--- src/rtl/kbd_ctrl.sv ---
// kbd_ctrl: PS/2 Set-2 keyboard receiver and translator for the 8-bit computer.
// Receives 11-bit PS/2 frames, tracks shift/ctrl state, translates make codes
// to 7-bit uppercase ASCII and holds them with a strobe for the CPU.
//
// Ports
//   phi       in   system clock (posedge)
//   rst       in   synchronous active-high reset
//   ps2_clk   in   PS/2 clock, asynchronous
//   ps2_dat   in   PS/2 data, asynchronous
//   kbd_clr   in   level; clears the strobe bit every cycle it is high
//   kbd       out  [7] strobe (new key), [6:0] ASCII
//   kbd_strb  out  [7] any-key-down, [6:0] zero
//
// Receiver states
//   state     | meaning
//   RX_IDLE   | waiting for a start bit (data low on a falling PS/2 clock)
//   RX_DATA   | shifting in 8 data bits, LSB first
//   RX_PARITY | capturing the parity bit
//   RX_STOP   | checking stop bit and odd parity, then back to idle

module kbd_ctrl #(
   parameter int TIMEOUT = 250
) (
   input  logic       phi,
   input  logic       rst,
   input  logic       ps2_clk,
   input  logic       ps2_dat,
   input  logic       kbd_clr,
   output logic [7:0] kbd,
   output logic [7:0] kbd_strb
);

   localparam int TW = $clog2(TIMEOUT + 1);

   typedef enum logic [1:0] {
      RX_IDLE,
      RX_DATA,
      RX_PARITY,
      RX_STOP
   } rx_state_t;

   rx_state_t state, state_next;

   logic [1:0]    clk_sync;
   logic [1:0]    dat_sync;
   logic          clk_prev;
   logic          clk_s;
   logic          dat_s;
   logic          fall;

   logic [7:0]    shift_reg;
   logic [2:0]    bit_cnt;
   logic          parity;
   logic [TW-1:0] tmo_cnt;
   logic          tmo_hit;
   logic          frame_ok;
   logic          rx_valid;
   logic [7:0]    rx_byte;

   logic          brk;
   logic          ext;
   logic          shift_on;
   logic          ctrl_on;
   logic [7:0]    last_make;
   logic          strobe;
   logic [6:0]    ascii_reg;
   logic          key_down;

   logic          key_hit;
   logic [6:0]    key_ascii;
   logic [6:0]    letter_asc;
   logic [6:0]    digit_asc;

   // Synchronizers reset high so a held-idle bus never looks like a falling edge.
   always_ff @(posedge phi) begin
      if (rst) begin
         clk_sync <= 2'b11;
         dat_sync <= 2'b11;
         clk_prev <= 1'b1;
      end else begin
         clk_sync <= {clk_sync[0], ps2_clk};
         dat_sync <= {dat_sync[0], ps2_dat};
         clk_prev <= clk_sync[1];
      end
   end

   assign clk_s = clk_sync[1];
   assign dat_s = dat_sync[1];
   assign fall  = clk_prev & ~clk_s;

   always_ff @(posedge phi) begin
      if (rst) state <= RX_IDLE;
      else     state <= state_next;
   end

   always_comb begin
      state_next = state;
      frame_ok   = 1'b0;
      tmo_hit    = (state != RX_IDLE) && (tmo_cnt == TW'(TIMEOUT));
      if (fall) begin
         case (state)
            RX_IDLE:   if (!dat_s) state_next = RX_DATA;
            RX_DATA:   if (bit_cnt == 3'd7) state_next = RX_PARITY;
            RX_PARITY: state_next = RX_STOP;
            RX_STOP: begin
               state_next = RX_IDLE;
               frame_ok   = dat_s & (^{shift_reg, parity});
            end
            default:   state_next = RX_IDLE;
         endcase
      end else if (tmo_hit) begin
         state_next = RX_IDLE;
      end
   end

   always_ff @(posedge phi) begin
      if (rst) begin
         shift_reg <= 8'h00;
         bit_cnt   <= 3'd0;
         parity    <= 1'b0;
         tmo_cnt   <= '0;
         rx_valid  <= 1'b0;
         rx_byte   <= 8'h00;
      end else begin
         rx_valid <= frame_ok;
         if (frame_ok) rx_byte <= shift_reg;

         if (state == RX_IDLE || fall || tmo_hit) tmo_cnt <= '0;
         else                                     tmo_cnt <= tmo_cnt + 1'b1;

         if (fall) begin
            case (state)
               RX_IDLE:   bit_cnt <= 3'd0;
               RX_DATA: begin
                  shift_reg <= {dat_s, shift_reg[7:1]};
                  bit_cnt   <= bit_cnt + 3'd1;
               end
               RX_PARITY: parity <= dat_s;
               default:   ;
            endcase
         end
      end
   end

   function automatic logic [6:0] letter_of(input logic [7:0] sc);
      case (sc)
         8'h1C: return 7'h41;  8'h32: return 7'h42;  8'h21: return 7'h43;
         8'h23: return 7'h44;  8'h24: return 7'h45;  8'h2B: return 7'h46;
         8'h34: return 7'h47;  8'h33: return 7'h48;  8'h43: return 7'h49;
         8'h3B: return 7'h4A;  8'h42: return 7'h4B;  8'h4B: return 7'h4C;
         8'h3A: return 7'h4D;  8'h31: return 7'h4E;  8'h44: return 7'h4F;
         8'h4D: return 7'h50;  8'h15: return 7'h51;  8'h2D: return 7'h52;
         8'h1B: return 7'h53;  8'h2C: return 7'h54;  8'h3C: return 7'h55;
         8'h2A: return 7'h56;  8'h1D: return 7'h57;  8'h22: return 7'h58;
         8'h35: return 7'h59;  8'h1A: return 7'h5A;
         default: return 7'h00;
      endcase
   endfunction

   function automatic logic [6:0] digit_of(input logic [7:0] sc, input logic sh);
      case (sc)
         8'h16: return sh ? 7'h21 : 7'h31;
         8'h1E: return sh ? 7'h40 : 7'h32;
         8'h26: return sh ? 7'h23 : 7'h33;
         8'h25: return sh ? 7'h24 : 7'h34;
         8'h2E: return sh ? 7'h25 : 7'h35;
         8'h36: return sh ? 7'h5E : 7'h36;
         8'h3D: return sh ? 7'h26 : 7'h37;
         8'h3E: return sh ? 7'h2A : 7'h38;
         8'h46: return sh ? 7'h28 : 7'h39;
         8'h45: return sh ? 7'h29 : 7'h30;
         default: return 7'h00;
      endcase
   endfunction

   // A zero from the lookup functions means "not this class of key".
   always_comb begin
      key_hit    = 1'b0;
      key_ascii  = 7'h00;
      letter_asc = letter_of(rx_byte);
      digit_asc  = digit_of(rx_byte, shift_on);
      if (ext) begin
         if (rx_byte == 8'h5A) begin
            key_hit   = 1'b1;
            key_ascii = 7'h0D;
         end
      end else if (letter_asc != 7'h00) begin
         key_hit   = 1'b1;
         key_ascii = ctrl_on ? (letter_asc - 7'h40) : letter_asc;
      end else if (digit_asc != 7'h00) begin
         key_hit   = 1'b1;
         key_ascii = digit_asc;
      end else begin
         case (rx_byte)
            8'h29: begin key_hit = 1'b1; key_ascii = 7'h20; end
            8'h5A: begin key_hit = 1'b1; key_ascii = 7'h0D; end
            8'h66: begin key_hit = 1'b1; key_ascii = 7'h08; end
            8'h76: begin key_hit = 1'b1; key_ascii = 7'h1B; end
            default: ;
         endcase
      end
   end

   // The clear is applied first so a make landing on the same edge overrides it.
   always_ff @(posedge phi) begin
      if (rst) begin
         brk       <= 1'b0;
         ext       <= 1'b0;
         shift_on  <= 1'b0;
         ctrl_on   <= 1'b0;
         last_make <= 8'h00;
         strobe    <= 1'b0;
         ascii_reg <= 7'h00;
         key_down  <= 1'b0;
      end else begin
         if (kbd_clr) strobe <= 1'b0;
         if (rx_valid) begin
            if (rx_byte == 8'hF0) begin
               brk <= 1'b1;
            end else if (rx_byte == 8'hE0) begin
               ext <= 1'b1;
            end else begin
               brk <= 1'b0;
               ext <= 1'b0;
               if (!ext && (rx_byte == 8'h12 || rx_byte == 8'h59)) shift_on <= ~brk;
               if (rx_byte == 8'h14) ctrl_on <= ~brk;
               if (brk) begin
                  if (rx_byte == last_make) key_down <= 1'b0;
               end else if (key_hit) begin
                  strobe    <= 1'b1;
                  ascii_reg <= key_ascii;
                  last_make <= rx_byte;
                  key_down  <= 1'b1;
               end
            end
         end
      end
   end

   assign kbd      = {strobe, ascii_reg};
   assign kbd_strb = {key_down, 7'b0};

endmodule

--- config.mk ---
export PLATFORM = sky130hd
export DESIGN_NAME = kbd_ctrl
export DESIGN_NICKNAME = d
export VERILOG_FILES = /design/src/rtl/kbd_ctrl.sv
export SDC_FILE = /design/constraint.sdc
export NUM_CORES = 1
export LEC_CHECK = 0
export BUFFER_PORTS_ARGS = -buffer_cell sky130_fd_sc_hd__buf_2
export CAP_MARGIN = 40
export CORE_MARGIN = 2
export CORE_UTILIZATION = 40
export DETAILED_ROUTE_END_ITERATION = 10
export PLACE_DENSITY_LB_ADDON = 0.2
export SYNTH_ARGS = -nofsm -noshare
export SYNTH_HDL_FRONTEND = slang
export SYNTH_SLANG_ARGS = --single-unit
--- constraint.sdc ---
create_clock -name phi -period 4.3 [get_ports phi]
set_input_delay 0.645 -clock phi [delete_from_list [all_inputs] [get_ports phi]]
set_output_delay 0.645 -clock phi [all_outputs]
set_load 0.03 [all_outputs]
==> metrics.txt, run 1 <==
final setup TNS=0 ns; crit path cell chain=xnor2_2, xnor2_2, xnor3_2, nor2_8, mux2i_1, nor2_1, inv_1, ha_1, a21bo_2, a211o_1, a221oi_2, a221o_1; vias in the first global route=roughly 3,100; DRC viols=0; worst slew pin tran=0.688 ns; final hold vios=0; hold buffer count at cts=0; diode count=0; Slew HR=0.537; Avg Cell Area, Syn=about 8.1 µm²; clock share of power=0.472; Post-Route Skew=between 0.01 and 0.015 ns; leakage power=0.00150 µW; Max Slew Vio Count=0; status=finished clean; Max Freq=roughly 300 MHz; final setup violating endpoints=0; gpl congestion=0.976; Post-synth EDFFs=0; Net Sw Frac=0.215; Syn-to-layout area delta=8.48%; CTS tree=done; Net Switching=approximately 250 µW; flops & latches, synth=between 60 and 70; Arr. time, crit path=~3.6 ns; H-tree depth=3; Ys Warns=0; worst setup margin=between 0.9 and 1 ns; CP max-delay cell=dfxtp_1; DRC violation total after the first TritonRoute iteration=180; Max VDD drop=0.000159 V; clk_lat worst skew=approximately 0.34 ns; Post-CTS Setup Inserts=0; class of the worst hold path=reg2reg; critical path class=reg2reg; power density cells=~280 nW/µm²; R2R Setup Slk=around 0.96 ns; Worst Path Max Fanout=7; total global routing overflow=0; dpl ws=between 0.9 and 1 ns; Unique masters post-synth=between 70 and 80; logic gate share of total power=0.024; cell count after synthesis=~480; RSZ-0062 raised after global routing=no; first-pass GRT wire length=15.2 mm; drt wl/cell=between 10 and 15 µm; core area=9330 µm²; Cells after DPL=around 590; clock sink count=63; post-layout minimum cycle time=roughly 3.3 ns; post-synthesis instance area=3870 µm²; vias after detailed routing=roughly 3,400; initial antenna violation count=0; Port Buffers=13; R2R cell count=12; Critical Path Max Stage Delay=about 0.50 ns; DRT Pass-1 Iters=6; Pint=915 µW; Clk pin slew, worst setup/hold paths=roughly 0.070 ns; Num CTS Buffers=9; startpoint types=flip-flop; CTS resizes=0; clk buf depth=2; num rows=35; Cell Count, Final, Fillers Out=between 600 and 700; critical path required time=roughly 4.6 ns; ys async rst share=0; Seq/Total Area, Yosys=0.326; Hold Crit Depth=1; die width=just over 100 µm; final WL=8.90 mm; full die area=between 10,000 and 15,000 µm²; Max-cap violations=0; fin area=between 4000 and 5000 µm²; area post-placement=3980 µm²; DIE HEIGHT=a little over 100 µm; io pins=21; Routed Antenna Nets=0; Min Hold Slack=0.415 ns; fin nets=slightly below 500; Primary FF master, synth=dfxtp_1; proportion of layout cells with a drive suffix above 1=0.126; Via density=roughly 5.5; Seq pwr share=0.504; DP Wirelength=approximately 6.3 mm; Initial Util=0.414; GRT Total Usage=0.184; endpoint type of the worst setup path=flip-flop; Clk Tree Root Cell=clkbuf_8; crit share post-route=0.777; CP dominant cell by count=xnor2_2; largest net degree at the start of global routing=63
## through the flow
stage | util | total power (µW)
after global placement | 0.427 | 629
after global routing | 0.450 | 1210
after detailed placement | 0.427 | 629
after floorplan | - | 628
final | 0.450 | 1170
after CTS | 0.450 | 1190
## logic make-up after synthesis
family,after synthesis,share of synthesized area
fa+ha+maj,15,0.0485
compound gates,120,0.203
simple gates,180,0.244
flops,63,0.326
buf+inv,56,0.0693
other cells,1,0.000970
mux,14,0.0375
xor+xnor,26,0.0709
## critical path: cells and delay by family (launching register included)
family	cells	cell delay [ns]
buffers and inverters	1	0.14
XOR/XNOR	3	0.87
adder cells (fa/ha/maj)	1	0.24
AO/OA/AOI/OAI	4	0.93
flip-flops	1	0.50
multiplexers	1	0.31
AND/OR/NAND/NOR	2	0.30
## cell usage in the layout (no fill, tap or decap), drive strengths merged, types with 5 or more instances in the layout
cell type	n
a31oi	5
clkbuf	10
xnor2	16
mux2i	13
a211o	6
ha	15
or2	6
conb	7
a21oi	48
nor2	45
nor4	5
nor2b	7
nand3	15
xor2	8
a41oi	5
nand2	40
nor3	16
o211ai	9
buf	20
dfxtp	63
o21ai	17
inv	16
nand2b	9
nand4	7
and3	8
## per-layer routing
layer | track usage | wire [µm] | up-vias
met5 | 0 | 0 | -
met4 | 0.0851 | 221 | 0
met3 | 0.0342 | 386 | 19
met2 | 0.291 | 4090 | 93
met1 | 0.243 | 4200 | 1572
li1 | - | - | 1679
## power by group through the flow
stage / Sequential [µW] / Clock [µW] / Combinational [µW]
detailed placement: 601 / 0 / 28.3
finish: 587 / 551 / 28.3
floorplan: 600 / 0 / 28.5
global placement: 601 / 0 / 28.1
CTS: 587 / 570 / 28.3
global route: 587 / 593 / 31.7
## cell usage after synthesis (12+ instances only)
cell type	instances	area (µm²)
nor2_1	44	165
o21ai_0	15	75.1
xnor2_1	14	123
inv_1	14	52.6
mux2i_1	12	120
nand3_1	14	70.1
dfxtp_1	63	1260
a21oi_1	47	235
clkbuf_1	18	67.6
ha_1	15	188
nand2_1	40	150
nor3_1	15	75.1
## final timing paths
path                                           startpoint                      to
worst min-delay path               dat_sync[0]$_SDFF_PP1_  dat_sync[1]$_SDFF_PP1_
worst max register to register  shift_reg[3]$_SDFFE_PP0P_               flip-flop
worst min register to register     dat_sync[0]$_SDFF_PP1_  dat_sync[1]$_SDFF_PP1_
worst max-delay path            shift_reg[3]$_SDFFE_PP0P_               flip-flop
## cell type report
| type | count | area [µm²] |
|---|---|---|
| Fill cell | 949 | 5130 |
| Multi-Input combinational cell | 362 | 2380 |
| Timing Repair Buffer | 20 | 118 |
| Inverter | 17 | 63.8 |
| Clock buffer | 10 | 128 |
| Tap cell | 129 | 161 |
| Clock inverter | 6 | 85.1 |
| Sequential cell | 63 | 1260 |
Power figures use the tool's default switching activity.
==> run 2, diff against run 1 <==
Clock period 4.3 ns to 3.1 ns, I/O delays scaled along.
==> run 2 against run 1 <==
Compared with the run above: highest routed layer unchanged; core utilization up 2.0 points; largest cell class unchanged; final cell count increased by 3.6%; critical path depth did not move; non-clock buffer count rose by 23; clock power up 33%.
==> metrics.txt, run 2 (synthesis gave the netlist of run 1 again) <==
die width=~100 µm; proportion of layout cells with a drive suffix above 1=0.180; Port Buffers=13; status=finished clean; Top Layer Used=met4; DRT Pass-1 Iters=6; Routed Antenna Nets=0; clock share of power=0.461; final hold vios=0; gpl congestion=about 0.94; DRC viols=0; hold path startpoint=ps2_clk; critical path class=reg2reg; Num CTS Buffers=9; Net Switching=approximately 360 µW; initial antenna violation count=0; leakage power=approximately 0.0016 µW; largest net degree at the start of global routing=37; Worst Path Max Fanout=7; Max Slew Vio Count=0; io pins=21; RSZ-0062 raised after global routing=no; CP max-delay cell=xnor3_2; vias after detailed routing=3,503; DRC violation total after the first TritonRoute iteration=approximately 170; most frequent cells in the layout=dfxtp_1 (61), a21oi_1 (45), nor2_1 (43); area post-placement=4120 µm²; Seq pwr share=0.512; Arr. time, crit path=about 3.2 ns; cell family with most CP delay=compound AO/OA/AOI/OAI gates; final total power=between 1500 and 2000 µW; post-layout minimum cycle time=roughly 2.9 ns; Slew HR=0.592; crit path cell chain=xnor2_1, xnor2_1, xnor3_2, nor2_8, mux2i_2, nor2_2, inv_1, ha_1, a21bo_4, a211o_1, a221oi_2, a221o_1; Clk pin slew, worst setup/hold paths=around 0.070 ns; endpoint type of the worst setup path=flip-flop; clk buf depth=2; fin area=approximately 4400 µm²; crit share post-route=0.945; Max VDD drop=~0.00027 V; Via density=between 5 and 6; class of the worst hold path=in2reg; CTS tree=done; full die area=10,500 µm²; worst path bufs/invs=1; first-pass GRT wire length=approximately 16 mm; DP Wirelength=~6.7 mm; vias in the first global route=3,288; startpoint types=flip-flop; hold buffer count at cts=0; clock sink count=63; total global routing overflow=0; FF/Latch Area=about 1300 µm²; Metal-1 WL=about 4.3 mm; Net Sw Frac=0.227; final WL=9.47 mm; worst slew pin tran=about 0.6 ns; multi-input logic area=~2400 µm²; final setup TNS=0 ns; Reg-to-Reg Start=shift_reg[7]$_SDFFE_PP0P_; num rows=35; Initial Util=0.414; H-tree depth=3; GRT Total Usage=0.196; DIE HEIGHT=102 µm; Syn-to-layout area delta=13.2%; fin nets=roughly 520; Pint=1230 µW; core area=9330 µm²; CP startpoint=shift_reg[7]$_SDFFE_PP0P_; Critical Path Max Stage Delay=between 0.4 and 0.5 ns; commonest non-fill, non-tap cell in the layout=dfxtp_1; power density cells=between 300 and 400 nW/µm²; clk_lat worst skew=0.35 ns; Fill cells=940; critical path required time=3.40 ns; Max Freq=between 300 and 400 MHz; CP dominant cell by count=xnor2_1; final setup violating endpoints=0; Max-cap violations=0; Post-Route Skew=0.00778 ns; metal3 WL=476 µm; logic gate share of total power=0.027; WL met2=between 4 and 5 mm; Clk Tree Root Cell=clkbuf_8; diode count=0; drt wl/cell=15.0 µm
[run 2: repair_timing]
action	4_1_cts	5_1_grt
setup buffers	0	4
resized for setup	0	8
endpoints found under the setup margin	0	6
[run 2: path summary, 6_finish.rpt]
path	endpoint	slack [ns]	cells after the start
worst max-delay path	flip-flop	0.17	12
worst min-delay path	clk_sync[0]$_SDFF_PP1_	0.29	2
worst max register to register	flip-flop	0.17	12
worst min register to register	dat_sync[1]$_SDFF_PP1_	0.41	1
[run 2: area by class of cell]
cell class | instances | area share
inverters | 17 | 0.0146
multi-input cells | 362 | 0.549
flip-flops and latches | 63 | 0.289
repair buffers | 43 | 0.0663
well taps | 129 | 0.0369
clock buffers | 11 | 0.0346
clock inverters | 4 | 0.0103
[run 2: through the flow]
stage,cells,setup slack (ns),hold WS [ns],utilization
3_3_place_gp,610,0.102,0.400,0.442
3_5_place_dp,610,0.0564,0.400,0.442
4_1_cts,625,0.0273,0.286,0.463
6_report,629,0.171,0.294,0.469
5_1_grt,629,0.00706,0.300,0.469
2_1_floorplan,481,0.0810,0.389,-
[run 2: layer usage]
metal | vias to the layer above | global-route usage
met4 | 0 | 0.0462
met1 | 1653 | 0.251
met2 | 116 | 0.328
li1 | 1721 | -
met3 | 13 | 0.0547
met5 | - | 0
[run 2: power by group through the flow]
| stage | Combinational [µW] | Sequential (µW) | Clock (µW) |
|---|---|---|---|
| 2_1_floorplan | 39.5 | 832 | 0 |
| 3_3_place_gp | 42.7 | 833 | 0 |
| 3_5_place_dp | 42.8 | 833 | 0 |
| 4_1_cts | 42.9 | 814 | 754 |
| 5_1_grt | 48.5 | 814 | 799 |
| 6_report | 43.4 | 814 | 733 |
==> run 3, diff against run 2 <==
Settings changed: ABC_AREA set to 1.
==> run 3 against run 2 <==
Compared with the run above: final area shrank 4.5%; final cell count grew 12%; via count shrank 0.40%; clock skew grew 0.00083 ns; maximum frequency grew 11%; worst hold slack lost 0.00089 ns; sequential power grew 0.6%; core utilization shrank 1.9 points; count of clock-buffer cells in the layout shrank 1; worst setup slack gained 0.29 ns; sequential cell count is the same; critical path type unchanged; sequential share of layout area grew 1.4 points; highest routed layer unchanged.
==> metrics.txt, run 3 <==
clk_lat worst skew=about 0.35 ns; Cell Count, Final, Fillers Out=between 700 and 800; Max Freq=about 380 MHz; most frequent cells after synthesis=nand2_1 (128), dfxtp_1 (63), inv_1 (57), nor2_1 (46), a21oi_1 (43); DIE HEIGHT=102 µm; power density cells=around 370 nW/µm²; Via density=roughly 4.9; critical path required time=about 3.4 ns; dominant cell type by area after synthesis=dfxtp_1; crit share post-route=0.853; RSZ-0062 raised after global routing=no; critical path class=reg2reg; Net Sw Frac=0.255; diode count=0; first-pass GRT wire length=~15 mm; Syn-to-layout area delta=8.75%; Top Layer Used=met4; final hold vios=0; leakage power=around 0.0019 µW; Primary FF master, synth=dfxtp_1; status=finished clean; Clk pin slew, worst setup/hold paths=approximately 0.080 ns; startpoint types=flip-flop; Arr. time, crit path=2.93 ns; cell count after synthesis=roughly 560; full die area=approximately 10,000 µm²; core area=between 9000 and 10,000 µm²; Num CTS Buffers=9; Clk Tree Root Cell=clkbuf_8; vias in the first global route=between 3,000 and 4,000; Avg Cell Area, Syn=6.92 µm²; top-count cell post-synth=nand2_1; hold buffer count at cts=0; class of the worst hold path=in2reg; synth top area cells=dfxtp_1 (33%), nand2_1 (12%), a21oi_1 (5.6%); Unique masters post-synth=between 40 and 50; share of the synthesized area in the top cell type=0.328; Initial Util=0.414; Max Slew Vio Count=0; proportion of layout cells with a drive suffix above 1=0.170; Pint=~1100 µW; area post-placement=~4000 µm²; post-synthesis instance area=3840 µm²; Worst Path Max Fanout=10; final WL=between 8 and 9 mm; ys async rst share=0; Net Switching=approximately 390 µW; Post-synth EDFFs=0; die width=about 100 µm; clock share of power=0.427; io pins=21; DRT Pass-1 Iters=4; initial antenna violation count=0; vias after detailed routing=about 3,500; metal3 WL=between 300 and 400 µm; final setup violating endpoints=0; largest net degree at the start of global routing=23; clock sink count=63; Seq pwr share=0.533; WL met2=about 4.1 mm; most frequent cells in the layout=nand2_1 (128), dfxtp_1 (60), inv_1 (57); total global routing overflow=0; endpoint type of the worst setup path=flip-flop; num rows=35; CTS tree=done; Seq/Total Area, Yosys=0.328; Post-Route Skew=0.00861 ns; Routed Antenna Nets=0; drt wl/cell=approximately 12 µm; post-layout minimum cycle time=approximately 2.6 ns; DRC viols=0; clk buf depth=2; final setup TNS=0 ns; Ys Warns=0; Metal-1 WL=slightly below 4 mm; commonest non-fill, non-tap cell in the layout=nand2_1; logic gate share of total power=0.040; Max-cap violations=0; DP Wirelength=6.56 mm; flops & latches, synth=63; GRT Total Usage=0.177; Max VDD drop=~0.00021 V; DRC violation total after the first TritonRoute iteration=between 150 and 200; Port Buffers=13; fin nets=between 500 and 600; H-tree depth=3; fin area=approximately 4200 µm²; gpl congestion=0.977; Cells after DPL=around 690
run 3: changes by cell type after synthesis, moves of 11 or more:
cell	previous run	this run
o21ai_0	15	28
clkbuf_1	18	4
nand2_1	40	128
inv_1	14	57
o21ai_1	1	15
mux2i_1	12	0
xnor2_1	14	3
nand3_1	14	35
run 3: what timing repair did:
item | 4_1_cts | 5_1_grt
buffers inserted | 0 | 1
resized for setup | 0 | 4
setup endpoints to repair | 0 | 5
run 3: final timing paths:
check,slack (ns),depth (start not counted),startpoint,endpoint
hold reg to reg,0.41,1,dat_sync[0]$_SDFF_PP1_,dat_sync[1]$_SDFF_PP1_
setup reg to reg,0.46,21,shift_reg[3]$_SDFFE_PP0P_,flip-flop
setup / recovery,0.46,21,shift_reg[3]$_SDFFE_PP0P_,flip-flop
hold / removal,0.29,2,ps2_clk,clk_sync[0]$_SDFF_PP1_
run 3: final cells by class:
cell class	instances	area, µm²
clock buffer	10	138
clock inverter	6	45.0
fill	971	5100
inverter	69	259
multi-input combinational	408	2190
sequential	63	1260
tap	129	161
timing repair buffer	21	125
run 3: metal layers:
metal | up-vias | track usage
li1 | 1836 | -
met1 | 1567 | 0.209
met4 | 0 | 0.0574
met2 | 73 | 0.318
met3 | 13 | 0.0417
met5 | - | 0
run 3: through the flow:
| stage | total power [µW] | hold slack [ns] | setup slack, ns | utilization |
|---|---|---|---|---|
| 2_1_floorplan | 891 | 0.389 | 0.462 | - |
| 3_3_place_gp | 899 | 0.394 | 0.444 | 0.429 |
| 3_5_place_dp | 900 | 0.398 | 0.334 | 0.429 |
| 4_1_cts | 1560 | 0.281 | 0.313 | 0.449 |
| 5_1_grt | 1610 | 0.272 | 0.0280 | 0.450 |
| 6_report | 1540 | 0.293 | 0.457 | 0.450 |
run 3: power groups by stage:
stage / registers, µW / logic, µW / clock network, µW
after floorplan: 837 / 54.0 / 0
after global placement: 838 / 60.5 / 0
after detailed placement: 838 / 61.4 / 0
after CTS: 819 / 61.7 / 680
after global routing: 820 / 68.8 / 717
final: 819 / 60.8 / 657
run 3: logic make-up after synthesis:
family,count (synthesis),share of synthesized area
compound gates,106,0.165
xor+xnor,6,0.0137
fa+ha+maj,15,0.0488
buf+inv,91,0.110
flops,63,0.328
other cells,1,0.000975
simple gates,274,0.333
run 3: worst max-delay path, stage by stage, from the launching register on:
cell and delay, ns:
dfxtp_1 0.37, inv_1 0.10, nand2_1 0.07, nand2_1 0.07
nand2_1 0.08, nand3_2 0.08, nand3_1 0.10, nand2_2 0.09
nand2_4 0.18, inv_2 0.08, nor2_1 0.17, nor3_2 0.07
inv_1 0.10, ha_1 0.15, nand4_1 0.28, nand2_2 0.20
nand2_1 0.08, nand3_1 0.09, nand3_1 0.07, nand2_1 0.07
nand2_1 0.05, nand2_1 0.06
